File: src/rtl/mem_stage_pkg.sv
// rtl/mem_stage_pkg.sv - shared types and funct3 encodings for the memory-access stage
package mem_stage_pkg;

  typedef enum logic [1:0] {
    IDLE = 2'd0,
    REQ  = 2'd1,
    RESP = 2'd2,
    DONE = 2'd3
  } state_t;

  localparam logic [2:0] F3_B  = 3'b000;
  localparam logic [2:0] F3_H  = 3'b001;
  localparam logic [2:0] F3_W  = 3'b010;
  localparam logic [2:0] F3_BU = 3'b100;
  localparam logic [2:0] F3_HU = 3'b101;

endpackage

File: src/rtl/mem_align.sv
// rtl/mem_align.sv - store lane/mask formatting, load shift/extension, legality checks
module mem_align
  import mem_stage_pkg::*;
(
  input  logic [2:0]  funct3,
  input  logic [1:0]  addr_lo,
  input  logic        is_load,
  input  logic        is_store,
  input  logic [31:0] st_data,
  input  logic [31:0] ld_word,
  output logic [31:0] st_wdata,
  output logic [3:0]  st_wmask,
  output logic [31:0] ld_data,
  output logic        illegal,
  output logic        misaligned
);

  logic [31:0] shifted;

  always_comb begin
    illegal    = (is_load & is_store) || (funct3 inside {3'b011, 3'b110, 3'b111});
    misaligned = 1'b0;
    case (funct3)
      F3_H, F3_HU: misaligned = addr_lo[0];
      F3_W:        misaligned = |addr_lo;
      default:     misaligned = 1'b0;
    endcase

    // Size comes from funct3[1:0]; the unsigned bit is meaningless for stores.
    case (funct3[1:0])
      2'b00: begin
        st_wdata = {4{st_data[7:0]}};
        st_wmask = 4'b0001 << addr_lo;
      end
      2'b01: begin
        st_wdata = {2{st_data[15:0]}};
        st_wmask = 4'b0011 << {addr_lo[1], 1'b0};
      end
      default: begin
        st_wdata = st_data;
        st_wmask = 4'b1111;
      end
    endcase

    shifted = ld_word >> {addr_lo, 3'b000};
    case (funct3)
      F3_B:    ld_data = {{24{shifted[7]}}, shifted[7:0]};
      F3_BU:   ld_data = {24'h0, shifted[7:0]};
      F3_H:    ld_data = {{16{shifted[15]}}, shifted[15:0]};
      F3_HU:   ld_data = {16'h0, shifted[15:0]};
      default: ld_data = ld_word;
    endcase
  end

endmodule

File: src/rtl/mem_access_stage.sv
// rtl/mem_access_stage.sv - load/store stage: req/gnt/rvalid bus FSM with timeout and stall
module mem_access_stage
  import mem_stage_pkg::*;
#(
  parameter int TIMEOUT = 16
) (
  input  logic        clk,
  input  logic        rst,
  input  logic        ex_valid,
  input  logic        ex_load,
  input  logic        ex_store,
  input  logic [2:0]  ex_funct3,
  input  logic [31:0] ex_addr,
  input  logic [31:0] ex_wdata,
  output logic        stall,
  output logic        lsu_done,
  output logic        lsu_err,
  output logic [31:0] lsu_rdata,
  output logic        dmem_req,
  output logic        dmem_we,
  output logic [31:0] dmem_addr,
  output logic [31:0] dmem_wdata,
  output logic [3:0]  dmem_wmask,
  input  logic        dmem_gnt,
  input  logic        dmem_rvalid,
  input  logic [31:0] dmem_rdata
);

  localparam int CNT_W = (TIMEOUT > 2) ? $clog2(TIMEOUT) : 1;
  localparam logic [CNT_W-1:0] CNT_LAST = CNT_W'(TIMEOUT - 1);

  state_t           state_q, state_d;
  logic [CNT_W-1:0] cnt_q, cnt_d;
  logic             err_q, err_d;
  logic [31:0]      rdata_q, rdata_d;
  logic             we_q, we_d;
  logic [31:0]      addr_q, addr_d;
  logic [31:0]      wdata_q, wdata_d;
  logic [3:0]       wmask_q, wmask_d;
  logic [2:0]       f3_q, f3_d;
  logic [1:0]       alo_q, alo_d;

  logic        op;
  logic [2:0]  al_funct3;
  logic [1:0]  al_addr_lo;
  logic [31:0] st_wdata, ld_data;
  logic [3:0]  st_wmask;
  logic        illegal, misaligned;

  // Live execute fields are only meaningful in IDLE; later states use the latched copy.
  assign al_funct3  = (state_q == IDLE) ? ex_funct3    : f3_q;
  assign al_addr_lo = (state_q == IDLE) ? ex_addr[1:0] : alo_q;

  mem_align u_align (
    .funct3     (al_funct3),
    .addr_lo    (al_addr_lo),
    .is_load    (ex_load),
    .is_store   (ex_store),
    .st_data    (ex_wdata),
    .ld_word    (dmem_rdata),
    .st_wdata   (st_wdata),
    .st_wmask   (st_wmask),
    .ld_data    (ld_data),
    .illegal    (illegal),
    .misaligned (misaligned)
  );

  assign op = ex_valid & (ex_load | ex_store);

  always_comb begin
    state_d = state_q;
    cnt_d   = cnt_q;
    err_d   = err_q;
    rdata_d = rdata_q;
    we_d    = we_q;
    addr_d  = addr_q;
    wdata_d = wdata_q;
    wmask_d = wmask_q;
    f3_d    = f3_q;
    alo_d   = alo_q;

    case (state_q)
      IDLE: begin
        if (op) begin
          if (illegal || misaligned) begin
            state_d = DONE;
            err_d   = 1'b1;
            rdata_d = 32'h0;
          end else begin
            state_d = REQ;
            cnt_d   = '0;
            err_d   = 1'b0;
            we_d    = ex_store;
            addr_d  = {ex_addr[31:2], 2'b00};
            wdata_d = st_wdata;
            wmask_d = ex_store ? st_wmask : 4'b0000;
            f3_d    = ex_funct3;
            alo_d   = ex_addr[1:0];
          end
        end
      end
      REQ: begin
        if (dmem_gnt) begin
          state_d = we_q ? DONE : RESP;
          cnt_d   = '0;
        end else if (cnt_q == CNT_LAST) begin
          state_d = DONE;
          err_d   = 1'b1;
          rdata_d = 32'h0;
        end else begin
          cnt_d = cnt_q + CNT_W'(1);
        end
      end
      RESP: begin
        if (dmem_rvalid) begin
          state_d = DONE;
          rdata_d = ld_data;
        end else if (cnt_q == CNT_LAST) begin
          state_d = DONE;
          err_d   = 1'b1;
          rdata_d = 32'h0;
        end else begin
          cnt_d = cnt_q + CNT_W'(1);
        end
      end
      default: begin
        state_d = IDLE;
      end
    endcase
  end

  always_ff @(posedge clk or negedge rst) begin
    if (!rst) begin
      state_q <= IDLE;
      cnt_q   <= '0;
      err_q   <= 1'b0;
      rdata_q <= 32'h0;
      we_q    <= 1'b0;
      addr_q  <= 32'h0;
      wdata_q <= 32'h0;
      wmask_q <= 4'h0;
      f3_q    <= 3'h0;
      alo_q   <= 2'h0;
    end else begin
      state_q <= state_d;
      cnt_q   <= cnt_d;
      err_q   <= err_d;
      rdata_q <= rdata_d;
      we_q    <= we_d;
      addr_q  <= addr_d;
      wdata_q <= wdata_d;
      wmask_q <= wmask_d;
      f3_q    <= f3_d;
      alo_q   <= alo_d;
    end
  end

  assign stall      = ((state_q == IDLE) & op) | (state_q == REQ) | (state_q == RESP);
  assign dmem_req   = (state_q == REQ);
  assign lsu_done   = (state_q == DONE);
  assign lsu_err    = (state_q == DONE) & err_q;
  assign lsu_rdata  = rdata_q;
  assign dmem_we    = we_q;
  assign dmem_addr  = addr_q;
  assign dmem_wdata = wdata_q;
  assign dmem_wmask = wmask_q;

endmodule

File: config.mk
export PLATFORM = sky130hd
export DESIGN_NAME = mem_access_stage
export DESIGN_NICKNAME = d
export VERILOG_FILES = /design/src/rtl/mem_stage_pkg.sv /design/src/rtl/mem_align.sv /design/src/rtl/mem_access_stage.sv
export SDC_FILE = /design/constraint.sdc
export NUM_CORES = 1
export LEC_CHECK = 0
export CAP_MARGIN = 20
export CORE_MARGIN = 4
export CORE_UTILIZATION = 40
export CTS_BUF_LIST = sky130_fd_sc_hd__clkbuf_8
export DETAILED_ROUTE_END_ITERATION = 10
export MAX_ROUTING_LAYER = met4
export PLACE_DENSITY = 0.77
export SLEW_MARGIN = 20
export SYNTH_ARGS = -nofsm -noshare
export SYNTH_HDL_FRONTEND = slang
export SYNTH_SLANG_ARGS = --single-unit
File: constraint.sdc
create_clock -name clk -period 3.65 [get_ports clk]
set_input_delay 0.73 -clock clk [delete_from_list [all_inputs] [get_ports clk]]
set_output_delay 0.73 -clock clk [all_outputs]
set_load 0.005 [all_outputs]
# == Yosys cells after proc, flatten, opt, wreduce, memory -nomap -nowiden ==
# Cells that the tools add are included.
# classes
add_sub_neg,1
n_eq_ne,17
shifts,3
n_mux,32
bitwise,8
reduce_logical,13
# op_table
op,n
$mux W32,5
$pmux W32 S4,1
$pmux W32 S3,1
$pmux W32 S2,1
$shr A32 B5 Y16,1
$mux W4,6
$eq A3 B3 Y1 const B,4
$mux W2,6
$pmux W4 S3,1
$reduce_and A4 Y1,3
$ne A2 B2 Y1 const B,4
$pmux W4 S2,1
$eq A3 B2 Y1 const B,2
$mux W1,6
$pmux W2 S3,1
$reduce_bool A3 Y1,2
$add A4 B1 Y4 const B,1
$and A1 B1 Y1,4
$eq A2 B1 Y1 const B,2
$eq A2 B2 Y1 const B,2
$eq A4 B4 Y1 const B,1
$logic_not A2 Y1,2
$reduce_or A2 Y1,2
$shl A1 B2 Y4 const A,1
11 further kinds,14
# totals
ff_bits,111
input_bits,106
output_inout_bits,105
wordCells,84

# == Depth between registers and ports, before layout ==
# Gate-level depths: netlist of the first run.
# logic_depth
word_depth,9
ltp_mapped,13
ltp_nobuf,8

# == Cells and area by module ==
# A second synthesis of the first run with hierarchy kept.
# unflattened
hier_cells,498
area_unflattened_um2,5731.7
# by_module_without_submodules
mod,n_inst,cells_each,area_per_inst_um2,seq_area_each_um2
mem_access_stage,1,303,4481.8,2777.7
mem_align,1,195,1249.9,0.0

# == Least setup slack after synthesis of the first run ==
# No wires, ideal clock.
# synth_path
path_type,input port to flip-flop
start,in ex_addr[0]
end,reg rdata_q[29] (netlist: lsu_rdata[29])
setup_time_ns,0.124
t_arrival_ns,2.334
required_ns,3.526
setup_slack_ns,1.192
stages,9
n_path_buf,3
path_cell_list,buf_2 -> nor2b_2 -> buf_4 -> a21oi_4 -> a31oi_4 -> nand3b_4 -> o21bai_2 -> buf_4 -> a211o_1
# synth_between
elab_chain_len,6
word_cells_on_any_way,10
classes_between,eq/ne (1); shift (1); mux (5); reduce/logical (3)
# synth_rtl
item,line_no,text
"start, declared",mem_access_stage.sv:13,"input logic [31:0] ex_addr,"
$mux W2 *,mem_access_stage.sv:52,assign al_addr_lo = (state_q == IDLE) ? ex_addr[1:0] : alo_q;
"parallel branches: the longest is 5 deep, another holds $shr A32 B5 Y16",-,
"end signal, assigned",mem_access_stage.sv:148,rdata_q <= rdata_d;
"end, declared",mem_access_stage.sv:35,"logic [31:0] rdata_q, rdata_d;"
# Every way passes the cells marked *.
# A chain may end at the register's enable or synchronous reset.

# == Worst setup path in the final report of the first run ==
# layout_path
start,reg state_q[1]
end,out stall
# layout_between
elab_chain_len,4
word_cells_on_any_way,6
classes_between,eq/ne (2); bitwise (3); reduce/logical (1)
# layout_rtl
item,line_no,text
"start, declared",mem_access_stage.sv:32,"state_t state_q, state_d;"
"start signal, assigned",mem_access_stage.sv:145,state_q <= state_d;
$logic_not A2 Y1,mem_access_stage.sv:158,assign stall = ((state_q == IDLE) & op) | (state_q == REQ) | (state_q == RESP);
$and A1 B1 Y1,mem_access_stage.sv:158,
$or A1 B1 Y1,mem_access_stage.sv:158,
$or A1 B1 Y1 *,mem_access_stage.sv:158,
"end, declared",mem_access_stage.sv:15,"output logic stall,"
# Every way passes the cells marked *; elsewhere a longest branch is shown, timed or not.

==> results of run 1 <==
[power groups by stage]
stage                     registers, mW  clock network (mW)  logic [mW]
after global placement             2.09                   0        3.66
after detailed placement           2.09                   0        3.73
after global routing               2.14               0.841        4.13
after floorplan                    2.07                   0        2.11
after CTS                          2.08               0.800        3.74
final                              2.07               0.772        3.78
[critical path: cells and delay by family (launching register included)]
kind	cells	cell delay, ns
adder cells (fa/ha/maj)	1	0.70
flip-flops	1	0.44
AND/OR/NAND/NOR	1	0.11
buffers and inverters	3	0.92
AO/OA/AOI/OAI	1	0.19
[synthesized netlist by cell type, drive strengths merged, types with 2 or more instances]
| cell | count |
|---|---|
| nand3b | 3 |
| o31ai | 4 |
| o21bai | 2 |
| o211ai | 3 |
| buf | 26 |
| ha | 6 |
| mux2 | 8 |
| and3 | 17 |
| nor3b | 9 |
| nand2b | 14 |
| a31oi | 10 |
| a21oi | 31 |
| o21ai | 43 |
| inv | 9 |
| nor2b | 4 |
| nor3 | 7 |
| o22ai | 8 |
| mux2i | 22 |
| nand2 | 190 |
| o32a | 2 |
| nand3 | 9 |
| nor2 | 33 |
| clkbuf | 17 |
| a222oi | 6 |
| o31a | 2 |
| a221oi | 2 |
| o32ai | 2 |
| o2bb2ai | 8 |
| dfrtp | 111 |
| a21o | 2 |
| o211a | 2 |
| a211o | 16 |
| o221ai | 2 |
| a22o | 8 |
[registers in the layout (all words and copies together), names as in the netlist, 2 cells and up]
name and cells:
dmem_wdata 32, lsu_rdata 32, dmem_addr 30, cnt_q 4
dmem_wmask 4, f3_q 3, alo_q 2, state_q 2
[cell families (layout without fill, tap and decap cells)]
kind of cell,Yosys count,after routing
buffers and inverters,52,250
multiplexers,30,30
adder cells (fa/ha/maj),6,6
flip-flops,111,111
other,1,2
AND/OR/NAND/NOR,292,292
AO/OA/AOI/OAI,157,157
[cells in the final DEF (no fill, tap or decap), types with 14 or more instances in the layout]
cell	synthesis	routed
nand2b_1	14	14
a211o_1	16	16
buf_4	11	14
dfrtp_1	111	111
and3_1	17	17
mux2i_1	20	19
o21ai_0	38	38
nand2_1	189	189
clkdlybuf4s50_1	0	207
a21oi_1	29	29
nor2_1	31	30
[stage by stage]
step / util / power, mW / instances / cell area, um^2
2_1_floorplan: - / 4.174 / 650 / 5911
3_5_place_dp: 0.5613 / 5.824 / 1015 / 8127
6_report: 0.5767 / 6.626 / 1032 / 8349
3_3_place_gp: 0.5613 / 5.750 / 1015 / 8127
5_1_grt: 0.5767 / 7.108 / 1032 / 8349
4_1_cts: 0.5756 / 6.620 / 1031 / 8334
[area by class of cell]
type | count | area share
Clock buffer | 9 | 0.01484
Multi-Input combinational cell | 487 | 0.3411
Tap cell | 184 | 0.02757
Clock inverter | 7 | 0.01004
Sequential cell | 111 | 0.3327
Inverter | 9 | 0.004046
Timing Repair Buffer | 225 | 0.2697
[metal layers]
metal  wire [um]  vias up
li1            -     2650
met1        7981     2512
met2        8360      195
met3        1063       43
met4         592        0
met5           0        -
[worst paths after layout]
| check | end | cells past startpoint |
|---|---|---|
| worst max-delay path | stall | 6 |
| worst min-delay path | dmem_addr[28] | 1 |
| worst max register to register | dmem_wdata[20] | 9 |
| worst min register to register | dmem_addr[26] | 2 |
| max in group asynchronous | dmem_wdata[7] | 2 |
| min in group clk | dmem_addr[26] | 2 |
==> impl_metrics.toml, run 1 <==
[logic_synthesis]
synth_area_um2 = 5907
yosysSeqAreaShare = 0.4702
synthAdderAreaFrac = 0.01271
ys_seq_elements = 111
ys_types = 66
synth_top_area_share = 0.4702
ys_async_sr_fraction = 1.000
synthMuxAreaShare = 0.05528
yosysWarningCount = 0
synth_area_leader_cell = "dfrtp_1"
synth_top_family_by_area = "simple AND/OR/NAND/NOR gates"
synthFlopType = "dfrtp_1"
syn_inst = 649
synth_edf_count = 0
synth_simple_gate_area_share = 0.2224
synth_compound_area_frac = 0.1885
avgSynthCellArea_um2 = 9.102
synthTopCellsByArea = "dfrtp_1 47%, nand2_1 12%, mux2i_1 3.4%"
synth-xor-area-share = 0

[layout]
fillers = 1270
multi_input_area_um2 = 2848
drive_above_1_share = 0.07429
antenna_cells = 0
nets = 955
syn_to_final_growth_pct = 41.35
seqCellArea_um2 = 2778

[global_route]
grt.total_usage = 0.2164
grt_pass1_vias = 5120
grt.busiest_layer = "met2"
gr-usage-met3 = 0.04328
grt_max_degree = 86
grt_use_met2 = 0.3192
grt_first_pass_wirelength_um = 27830
overflow = 0
use_met1 = 0.2938
antenna_found_initial = 0

[clocking]
path_clk_slew_ns = 0.13
clockBufferDepth = 2
cts_sinks = 111
cts.htree.levels = 3
postCtsSetupBuffers = 0
cts_tree = "built"
cts_root_buf = "clkbuf_8"
clock_latency_ns = 0.40
cts-buffers-inserted = 9
cts_hold_buf = 0
cts_resized = 0

[power_and_ir_drop]
p_int_mw = 3.892
power_density_nw_per_um2 = 793.6
clock_power_share = 0.116
ir_drop_mv = 0.4284
sw_frac_of_total = 0.4126
switchingPower_mw = 2.734
p_seq_frac = 0.313
p_leak_nw = 3.904
comb_power_share = 0.571

[detailed_routing]
wl_per_cell_um = 17.44
num_vias = 5400
firstDrtPassIters = 5
drt-total-wl_um = 18000
drtAntennaViolNets = 0
drtIter0Drc = 513
drc = 0
viasPerCell = 5.233

[worst_setup_path]
rrSetupSlack_ns = 0.41
cp-startpoint = "state_q[1]"
cp_data_arrival_time_ns = 2.74
crit_fanout = 19
crit_type = "reg2out"
cp_slowest_cell = "ha_1"
cp.required_ns = 2.92
crit_chain = "inv_1 -> ha_1 -> buf_4 -> o211ai_1 -> nand2_1 -> clkdlybuf4s50_1"
rr_startpoint = "state_q[1]"
start_kind = "flop"
cp-end-kind = "output port"
max_stage_delay_ns = 0.70

[die]
ios = 211
start_util = 0.4080
num_rows = 44
dieWidth_um = 129.5
dieArea_um2 = 16780
die-height_um = 129.5
core_area_um2 = 14480

[timing]
fin_hold_ws_ns = 0.4008
setup_viol_count_final = 0
maxSlewViolCount = 0
min_period_over_period = 0.9497
hold_viol = 0
finalWorstSetupSlack_ns = 0.1837
final.min_clock_period_ns = 3.466
slew_headroom = 0.4630
finClkSkew_ns = 0.01557
fmaxAchievable_mhz = 288.5
fin_setup_tns_ns = 0
worst_pin_slew_ns = 0.8055
rsz0062_at_grt = "false"

[placement]
gp_congestion = 0.8858
dpl.hpwl_um = 13030
dp_slack_ns = 0.3507
port_buffers = 208

[hold_path]
hold_path_class = "in2async"

[run_status]
status = "finished, final reports clean"

[run]
maxCapViolCount = 0
No activity file was read; power rests on OpenSTA's default activity.
==> run 2, diff against run 1 <==
PLACE_DENSITY = 0.81   (was 0.77)
==> impl_metrics.toml, run 2 (synthesized netlist as in run 1, its figures left out) <==
[timing]
worst_pin_slew_ns = 1.039
fin_hold_ws_ns = 0.3746
fin_setup_tns_ns = 0
finClkSkew_ns = 0.01313
setup_viol_count_final = 0
maxSlewViolCount = 0
min_period_over_period = 0.9223
slew_headroom = 0.3067
final.min_clock_period_ns = 3.367
fmaxAchievable_mhz = 297.0
hold_viol = 0
rsz0062_at_grt = "false"

[worst_setup_path]
cp.required_ns = 2.92
cp_data_arrival_time_ns = 2.64
crit_type = "reg2out"
rrSetupSlack_ns = 0.38
crit_fanout = 15
r2r_end = "lsu_rdata[27]"
rr_startpoint = "state_q[1]"
start_kind = "flop"
rr_worst_depth = 9
cp-end-kind = "output port"

[layout]
syn_to_final_growth_pct = 40.58
multi_input_area_um2 = 2848
nets = 952
seqCellArea_um2 = 2778
fillers = 1281
drive_above_1_share = 0.07101
final_common_cell = "clkdlybuf4s50_1"
final_cells = 1030
final_area_um2 = 8304
most-common-layout-cells = "207 x clkdlybuf4s50_1, 189 x nand2_1, 111 x dfrtp_1"

[placement]
place_inst = 1013
dpl.hpwl_um = 12640
port_buffers = 208
gp_congestion = 0.8709
place_area_um2 = 8099

[detailed_routing]
firstDrtPassIters = 5
num_vias = 5431
drt-total-wl_um = 17580
drtIter0Drc = 406
wl_per_cell_um = 17.06
viasPerCell = 5.273
drtAntennaViolNets = 0
drc = 0

[die]
core_area_um2 = 14480
dieArea_um2 = 16780
ios = 211
start_util = 0.4080
num_rows = 44
dieWidth_um = 129.5
die-height_um = 129.5

[global_route]
grt_pass1_vias = 5213
grt.total_usage = 0.2168
grt_first_pass_wirelength_um = 27810
grt_max_degree = 86
overflow = 0
antenna_found_initial = 0

[clocking]
cts.htree.levels = 3
clockBufferDepth = 2
cts_tree = "built"
cts_hold_buf = 0
cts_sinks = 111
cts-buffers-inserted = 9
path_clk_slew_ns = 0.11
clock_latency_ns = 0.40
cts_root_buf = "clkbuf_8"

[power_and_ir_drop]
comb_power_share = 0.567
sw_frac_of_total = 0.4102
ir_drop_mv = 0.3609
clock_power_share = 0.114
p_seq_frac = 0.318
p_leak_nw = 3.876
power_density_nw_per_um2 = 784.2
p_int_mw = 3.841
p_total_mw = 6.512
switchingPower_mw = 2.671

[run_status]
status = "finished, final reports clean"

[hold_path]
hold_path_class = "in2async"

[run]
maxCapViolCount = 0
-- run 2: changes by cell type in the layout (fill, tap and decap cells not counted) --
cell        previous run  this run
diode_2                0         1
buf_8                  1         0
inv_6                  0         3
buf_4                 14        12
clkinv_4               2         1
buf_12                 3         2
inv_8                  3         0
buf_6                  0         1
clkinvlp_4             0         1
-- run 2: how the worst max path moves through the flow --
stage,from,to
global route,state_q[1],stall
detailed placement,ex_addr[0],dmem_wdata[15]
global placement,ex_addr[0],dmem_wmask[0]
floorplan,ex_addr[0],lsu_rdata[29]
finish,state_q[1],stall
CTS,state_q[1],stall
-- run 2: cell type report --
cell class | instances | area share
Sequential cell | 111 | 0.3345
Clock buffer | 9 | 0.01492
Timing Repair Buffer | 222 | 0.2665
Tap cell | 184 | 0.02772
Clock inverter | 7 | 0.009040
Inverter | 9 | 0.004068
Multi-Input combinational cell | 487 | 0.3429
Antenna cell | 1 | 0.0003013
-- run 2: repair_timing --
action	in CTS	in global routing
gates resized for setup	0	1
setup endpoints to repair	0	2
setup buffers	0	0
-- run 2: routing by layer --
layer  share of wire  wire (um)  global-route usage  vias to the layer above
li1                -          -                   -                     2653
met1            0.44       7714              0.2918                     2576
met2            0.48       8392              0.3250                      179
met3           0.064       1127             0.04411                       23
met4           0.019        342             0.08130                        0
met5               0          0                   -                        -
-- run 2: per-stage QoR --
step           setup WS, ns    util
2_1_floorplan         1.192       -
3_3_place_gp         0.3493  0.5594
3_5_place_dp         0.2574  0.5594
4_1_cts              0.2392  0.5731
5_1_grt             0.08576  0.5734
6_report             0.2835  0.5735
-- run 2: power by group through the flow --
stage / combinational, mW / clock [mW] / sequential, mW
floorplan: 2.11 / 0 / 2.07
global placement: 3.65 / 0 / 2.07
detailed placement: 3.71 / 0 / 2.09
CTS: 3.71 / 0.772 / 2.07
global route: 4.07 / 0.826 / 2.14
finish: 3.69 / 0.744 / 2.07
-- run 2: critical path, cell delays in order, from the launching register on --
cell	delay (ns)
dfrtp_1	0.45
inv_1	0.12
ha_1	0.59
buf_4	0.27
o211ai_1	0.20
nand2_1	0.12
clkdlybuf4s50_1	0.50
==> run 3, diff against run 2 <==
CORE_ASPECT_RATIO = 0.7   (was unset)
==> impl_metrics.toml, run 3 (synthesized netlist as in run 1, its figures left out) <==
[die]
dieWidth_um = 153.2
ios = 211
num_rows = 36
core_area_um2 = 14190
start_util = 0.4163
dieArea_um2 = 16810
die-height_um = 109.7

[worst_setup_path]
start_kind = "flop"
cp-end-kind = "output port"
cp_data_arrival_time_ns = 2.69
cp.required_ns = 2.92
max_stage_delay_ns = 0.60
crit_fanout = 18
crit_chain = "inv_1 -> ha_1 -> buf_4 -> o211ai_1 -> nand2_1 -> clkdlybuf4s50_1"
cp_slowest_cell = "ha_1"
crit_type = "reg2out"

[timing]
setup_viol_count_final = 0
rsz0062_at_grt = "false"
hold_viol = 0
min_period_over_period = 0.9374
fin_setup_tns_ns = 0
slew_headroom = 0.3162
fin_hold_ws_ns = 0.3688
fmaxAchievable_mhz = 292.3
final.min_clock_period_ns = 3.422
maxSlewViolCount = 0
finClkSkew_ns = 0.007918
worst_pin_slew_ns = 1.025

[power_and_ir_drop]
ir_drop_mv = 0.3514
switchingPower_mw = 2.699
sw_frac_of_total = 0.4133
clock_power_share = 0.111
p_int_mw = 3.831
power_density_nw_per_um2 = 787.3
comb_power_share = 0.570
p_leak_nw = 3.875
p_seq_frac = 0.319

[clocking]
cts_sinks = 111
cts_tree = "built"
cts_hold_buf = 0
cts-buffers-inserted = 9
cts_root_buf = "clkbuf_8"
cts_resized = 0
clock_latency_ns = 0.38
clockBufferDepth = 2
path_clk_slew_ns = 0.11
cts.htree.levels = 3
postCtsSetupBuffers = 0

[global_route]
grt_max_degree = 86
grt_pass1_vias = 5215
antenna_found_initial = 1
overflow = 0
grt.total_usage = 0.2215
grt_first_pass_wirelength_um = 28770

[placement]
dpl.hpwl_um = 13480
place_inst = 1019
port_buffers = 208
gp_congestion = 0.9152

[detailed_routing]
drt-total-wl_um = 18140
drc = 0
num_vias = 5474
wl_per_cell_um = 17.51
firstDrtPassIters = 5
drtAntennaViolNets = 0
viasPerCell = 5.284
drtIter0Drc = 440

[layout]
final_util = 0.5846
final_cells = 1036
drive_above_1_share = 0.07101
fillers = 1303
most-common-layout-cells = "207 x clkdlybuf4s50_1, 189 x nand2_1, 111 x dfrtp_1"
nets = 952
final_common_cell = "clkdlybuf4s50_1"
syn_to_final_growth_pct = 40.42

[hold_path]
hold_path_class = "in2async"

[run_status]
status = "finished, final reports clean"

[run]
maxCapViolCount = 0
==> run 3: changes by cell type in the layout (fill, tap and decap cells not counted), sizes merged <==
cell	delta
clkinv	-2
inv	+2
==> run 3: final timing paths <==
kind	start	end	slack [ns]	depth (start not counted)
worst min register to register	dmem_wdata[0]	dmem_wdata[0]	0.49	2
min in group clk	dmem_wdata[0]	dmem_wdata[0]	0.49	2
worst min-delay path	rst	lsu_rdata[24]	0.37	1
worst max-delay path	state_q[1]	stall	0.23	6
max in group asynchronous	rst	dmem_wdata[30]	2.37	2
worst max register to register	state_q[1]	lsu_rdata[2]	0.41	9
==> run 3: per-stage QoR <==
stage                     total power [mW]  instance area, um^2  setup WS [ns]
after detailed placement             5.815                 8107         0.3222
after global placement               5.734                 8107         0.4093
final                                6.530                 8294         0.2284
after CTS                            6.568                 8292         0.2234
after global routing                 7.057                 8294        0.02630
after floorplan                      4.174                 5911          1.192
==> run 3: cell type report <==
cell class,instances,area [um^2],area share
inverter,9,33.78,0.004073
multi-input combinational,487,2848,0.3433
antenna,1,2.502,0.0003017
clock inverter,7,61.31,0.007392
sequential,111,2778,0.3349
tap,190,237.7,0.02866
clock buffer,9,123.9,0.01493
timing repair buffer,222,2210,0.2664
==> run 3: worst max-delay path: cells and delay by family, from the launching register on <==
| kind | cells | cell delay (ns) |
|---|---|---|
| flops | 1 | 0.44 |
| buf+inv | 3 | 0.91 |
| simple gates | 1 | 0.15 |
| fa+ha+maj | 1 | 0.60 |
| compound gates | 1 | 0.22 |
==> run 3: metal layers <==
layer	routed length (um)	vias to the layer above	GRT usage
met5	0	-	-
met4	301	0	0.05912
met3	1611	19	0.05744
met2	7723	233	0.3081
met1	8501	2572	0.3204
li1	-	2650	-
==> run 3: power by group through the flow <==
stage | logic, mW | clock network, mW | registers, mW
floorplan | 2.11 | 0 | 2.07
global placement | 3.65 | 0 | 2.09
detailed placement | 3.72 | 0 | 2.10
CTS | 3.73 | 0.760 | 2.08
global route | 4.10 | 0.813 | 2.15
finish | 3.72 | 0.728 | 2.08
